`config.mk`:
```
export PLATFORM = sky130hd
export DESIGN_NAME = matvec_pe_sched
export DESIGN_NICKNAME = d
export VERILOG_FILES = /design/src/rtl/matvec_pe_sched.sv
export SDC_FILE = /design/constraint.sdc
export NUM_CORES = 2
export LEC_CHECK = 0
export ABC_AREA = 1
export CORE_ASPECT_RATIO = 0.6
export CORE_MARGIN = 5
export CORE_UTILIZATION = 50
export DETAILED_ROUTE_END_ITERATION = 7
export PLACE_DENSITY = 0.66
export SETUP_SLACK_MARGIN = 0.02
export SKIP_CTS_REPAIR_TIMING = 1
export SLEW_MARGIN = 0
export SYNTH_ARGS = -nofsm -noshare
export SYNTH_HDL_FRONTEND = slang
export SYNTH_SLANG_ARGS = --single-unit
```
`constraint.sdc`:
```
create_clock -name aclk -period 3.3 [get_ports aclk]
set_input_delay 0.99 -clock aclk [delete_from_list [all_inputs] [get_ports aclk]]
set_output_delay 0.99 -clock aclk [all_outputs]
set_load 0.01 [all_outputs]
```
`src/rtl/matvec_pe_sched.sv`:
```
// matvec_pe_sched: sequences x load, per-row MAC streaming and y write-back over one BRAM port
module matvec_pe_sched #(
  parameter int VECTOR_SIZE = 64,
  parameter int L_RAM_SIZE  = 6,
  parameter int BRAM_RD_LAT = 2
) (
  input  logic        aclk,
  input  logic        aresetn,
  input  logic        start,
  output logic        done,
  output logic [31:0] BRAM_ADDR,
  output logic [31:0] BRAM_WRDATA,
  output logic [3:0]  BRAM_WE,
  output logic        BRAM_CLK,
  input  logic [31:0] BRAM_RDDATA,
  output logic        pe_valid,
  output logic [31:0] pe_ain,
  output logic [31:0] pe_bin,
  output logic        pe_clear,
  input  logic [31:0] pe_dout,
  input  logic        pe_dvalid
);
  localparam int CW = $clog2(VECTOR_SIZE * VECTOR_SIZE + 2 * VECTOR_SIZE + 1);
  localparam logic [CW-1:0] VW = CW'(VECTOR_SIZE);
  localparam logic [CW-1:0] ONE = CW'(1);
  localparam logic [CW-1:0] YB = CW'(VECTOR_SIZE * VECTOR_SIZE + VECTOR_SIZE);
  localparam logic [L_RAM_SIZE-1:0] LAST = L_RAM_SIZE'(VECTOR_SIZE - 1);

  typedef enum logic [2:0] {IDLE, LOAD_V, CLR, ROW, DRAIN, WRITE, DONE} state_t;

  state_t state;
  logic [CW-1:0] iss_cnt, row, mac_cnt, rd_word;
  logic [BRAM_RD_LAT-1:0] rd_vld;
  logic [L_RAM_SIZE-1:0] rd_idx [BRAM_RD_LAT];
  logic [31:0] vbuf [2**L_RAM_SIZE];
  logic issue, ret, streaming;
  logic [L_RAM_SIZE-1:0] ret_idx;

  assign BRAM_CLK  = aclk;
  assign issue     = (state == LOAD_V || state == ROW) && iss_cnt < VW;
  assign rd_word   = state == ROW ? VW + row * VW + iss_cnt : iss_cnt;
  assign ret       = rd_vld[BRAM_RD_LAT-1];
  assign ret_idx   = rd_idx[BRAM_RD_LAT-1];
  assign streaming = state == ROW || state == DRAIN;

  // Read tag pipeline: marks the cycle each issued read's data is on BRAM_RDDATA
  always_ff @(posedge aclk) begin
    if (!aresetn) begin
      rd_vld <= '0;
      for (int i = 0; i < BRAM_RD_LAT; i++) rd_idx[i] <= '0;
    end else begin
      rd_vld[0] <= issue;
      rd_idx[0] <= iss_cnt[L_RAM_SIZE-1:0];
      for (int i = 1; i < BRAM_RD_LAT; i++) begin
        rd_vld[i] <= rd_vld[i-1];
        rd_idx[i] <= rd_idx[i-1];
      end
    end
  end

  // Local copy of x, filled while loading
  always_ff @(posedge aclk)
    if (state == LOAD_V && ret) vbuf[ret_idx] <= BRAM_RDDATA;

  // Control FSM with registered BRAM and PE outputs
  always_ff @(posedge aclk) begin
    if (!aresetn) begin
      state       <= IDLE;
      done        <= 1'b0;
      BRAM_ADDR   <= '0;
      BRAM_WRDATA <= '0;
      BRAM_WE     <= '0;
      pe_valid    <= 1'b0;
      pe_ain      <= '0;
      pe_bin      <= '0;
      pe_clear    <= 1'b0;
      iss_cnt     <= '0;
      row         <= '0;
      mac_cnt     <= '0;
    end else begin
      BRAM_WE  <= '0;
      pe_clear <= 1'b0;
      pe_valid <= ret && streaming;
      mac_cnt  <= state == CLR ? '0 : mac_cnt + CW'(pe_dvalid);
      if (ret && streaming) begin
        pe_ain <= BRAM_RDDATA;
        pe_bin <= vbuf[ret_idx];
      end
      if (issue) begin
        BRAM_ADDR <= 32'(rd_word) << 2;
        iss_cnt   <= iss_cnt + ONE;
      end
      case (state)
        IDLE, DONE: if (start) begin
          state   <= LOAD_V;
          done    <= 1'b0;
          iss_cnt <= '0;
          row     <= '0;
        end
        LOAD_V: if (ret && ret_idx == LAST) begin
          state    <= CLR;
          pe_clear <= 1'b1;
        end
        CLR: begin
          state   <= ROW;
          iss_cnt <= '0;
        end
        ROW: if (iss_cnt == VW - ONE) state <= DRAIN;
        DRAIN: if (mac_cnt == VW) begin
          state       <= WRITE;
          BRAM_ADDR   <= 32'(YB + row) << 2;
          BRAM_WRDATA <= pe_dout;
          BRAM_WE     <= 4'hF;
        end
        WRITE: begin
          row <= row + ONE;
          if (row == VW - ONE) begin
            state <= DONE;
            done  <= 1'b1;
          end else begin
            state    <= CLR;
            pe_clear <= 1'b1;
          end
        end
        default: state <= IDLE;
      endcase
    end
  end
endmodule

```
==> flow_summary.json <==
{
  "outcome": "finished clean",
  "timing.final.crit_share_pct": 98.68,
  "grt_max_degree": 100,
  "p_seq_share_pct": 53.0,
  "synth_enable_flop_cells": 2048,
  "slew_headroom_pct": 30.57,
  "place_inst": 11670,
  "chipWidth_um": 570.5,
  "routabilityCongestion": 0.8836,
  "final_max_slew_viol_count": 0,
  "antenna_found_initial": 13,
  "firstDrtPassIters": 6,
  "fin_nets": 9466,
  "fin_ws_ps": 43.53,
  "clk_pin_slew_ps": 70,
  "cap_violations": 0,
  "fin_cells": 12050,
  "drive_gt1_share_pct": 8.666,
  "critPathTopFamily": "flip-flops",
  "grt_usage_pct": 26.54,
  "die_y_um": 346.3,
  "synth_warnings": 0,
  "netlist_area_mm2": 0.09426,
  "min_path_type": "in -> reg",
  "peakVddDrop_mv": 0.4629,
  "path_max_fanout": 2,
  "start_util_pct": 50.29,
  "rsz0062_at_grt": "no",
  "mostFrequentLayoutCells": "nand2_1, edfxtp_1, inv_1",
  "hpwl_um": 162900,
  "final_common_cell": "nand2_1",
  "post-place-ws_ps": 69.27,
  "yosysUniqueCellTypes": 43,
  "synth-main-ff-cell": "edfxtp_1",
  "synthArstFlopShare_pct": 0,
  "crit_arrival_ps": 2270,
  "avgSynthCellArea_um2": 10.42,
  "min_to": "vbuf[13][25]",
  "r2r_cells": 11,
  "hold_depth": 1,
  "crit_path_start_kind": "flop",
  "overflow": 0,
  "ioPinCount": 204,
  "tritoncts": "built",
  "slowest_delay_ps": 660,
  "max_freq_ghz": 0.3071,
  "worst_ep_required_time_ps": 2310,
  "tns_ps": 0,
  "seqCellArea_mm2": 0.06527,
  "fin_crit_ps": 3256,
  "combPwrFrac_pct": 6.7,
  "routed_wl_um": 267300,
  "port_buffers": 203,
  "hold_violations": 0,
  "drt_iter0_markers": 8824,
  "intPower_uw": 45360,
  "ant_nets": 0,
  "coreArea_mm2": 0.1874,
  "drc": 0,
  "p_clk_share_pct": 40.2,
  "r2r_slack_ps": 340,
  "synth_seq_cells": 2236,
  "path_class": "reg -> out",
  "syn_inst": 9043,
  "syn_to_final_growth_pct": 14.76,
  "switching_share_pct": 22.74,
  "critPathCaptureType": "output pin",
  "power.leakage_uw": 0.04502,
  "critPathBufInv": 1,
  "ys_seq_area_share_pct": 69.24,
  "clk_latency_ps": 980,
  "setup_viol": 0,
  "worstMarginPinSlew_ps": 1042,
  "rows": 123,
  "num-fill-cells": 15350,
  "path_cells": "clkdlybuf4s50_1",
  "die-area_mm2": 0.1976,
  "p_per_area_mw_per_mm2": 542.7,
  "synth_nets": 9129,
  "r2r_start": "rd_idx[0][6]",
  "routedWlPerCell_um": 22.19,
  "grt_pass1_wl_um": 389600,
  "cp_slowest_cell": "dfxtp_1",
  "via_count": 64280,
  "min_from": "BRAM_RDDATA[25]",
  "timing.rr.end": "pe_bin[20]",
  "switching_power_uw": 13350,
  "viasPerCell": 5.336,
  "multiInputGateArea_mm2": 0.02106,
  "grt_pass1_vias": 59340,
  "fin_worst_skew_ps": 53.40
}
final cells by class:
class                   count  area share [%]
flip-flops and latches   2236           60.34
multi-input cells        4700           19.46
inverters                1699           5.915
repair buffers            534           5.330
clock buffers             278           5.201
well taps                2500           2.892
clock inverters            96          0.8490
diodes                      4        0.009253
flip-flops by register name, summed over array words and instances (netlist names):
register	cells
BRAM_WRDATA	32
pe_ain	32
state	3
BRAM_ADDR	32
row	13
iss_cnt	13
mac_cnt	13
pe_valid	1
rd_vld	2
done	1
pe_clear	1
rd_idx	12
vbuf	2048
BRAM_WE	1
pe_bin	32
layer usage:
layer / vias up / track usage, % / wire (um)
met5: - / 0 / 41
met4: 6 / 6.952 / 7017
met3: 394 / 5.850 / 31170
met1: 30840 / 41.48 / 118200
met2: 3305 / 37.53 / 110900
li1: 29740 / - / -
cells in the mapped netlist (all sizes together), types with 2 or more instances:
library cell / number / area [um^2]
inv: 1693 / 6357
or2: 108 / 675.7
nand3: 806 / 4039
nor2: 669 / 2526
a211oi: 5 / 37.54
ha: 17 / 212.7
a32oi: 2 / 17.52
a21boi: 2 / 15.01
nand4: 11 / 75.07
nand2: 2481 / 9315
o211ai: 200 / 1501
clkbuf: 94 / 352.8
nor3: 19 / 126.4
edfxtp: 2048 / 61500
clkinv: 6 / 22.52
o21ai: 329 / 1647
buf: 314 / 1752
dfxtp: 188 / 3764
xor2: 8 / 70.07
nor4: 3 / 18.77
a21oi: 31 / 155.2
through the flow:
stage          util (%)  cell area (um^2)  total power, uW  hold WS, ps
6_report          57.71            108200            58710        410.0
5_1_grt           57.70            108200            60590        376.7
4_1_cts           57.70            108200            58970        349.7
3_5_place_dp      54.21            101600            35690        409.3
3_3_place_gp      54.21            101600            35600        402.2
2_1_floorplan         -             94260            33880        390.5
worst max path at each step:
stage                     depth (start not counted)          start     endpoint
after floorplan                                   5  rd_idx[0][10]  vbuf[16][0]
after global placement                           12      pe_dvalid  mac_cnt[12]
after detailed placement                         12      pe_dvalid  mac_cnt[12]
after CTS                                         3           aclk     BRAM_CLK
after global routing                              1      pe_bin[4]    pe_bin[4]
final                                             1      pe_bin[7]    pe_bin[7]
power by group through the flow:
| stage | combinational (uW) | sequential [uW] | clock, uW |
|---|---|---|---|
| after global placement | 3830 | 31700 | 30.8 |
| final | 3960 | 31100 | 23600 |
| after global routing | 4300 | 31100 | 25200 |
| after floorplan | 2140 | 31700 | 25.0 |
| after CTS | 3930 | 31100 | 23900 |
| after detailed placement | 3910 | 31700 | 30.8 |
cell families after synthesis:
group                    after synthesis  share of synthesized area [%]
AO/OA/AOI/OAI                        575                          3.626
XOR/XNOR                               9                        0.08363
adder cells (fa/ha/maj)               18                         0.2469
buffers and inverters               2107                          9.001
flip-flops                          2236                          69.24
AND/OR/NAND/NOR                     4098                          17.81
Power figures use the tool's default switching activity.
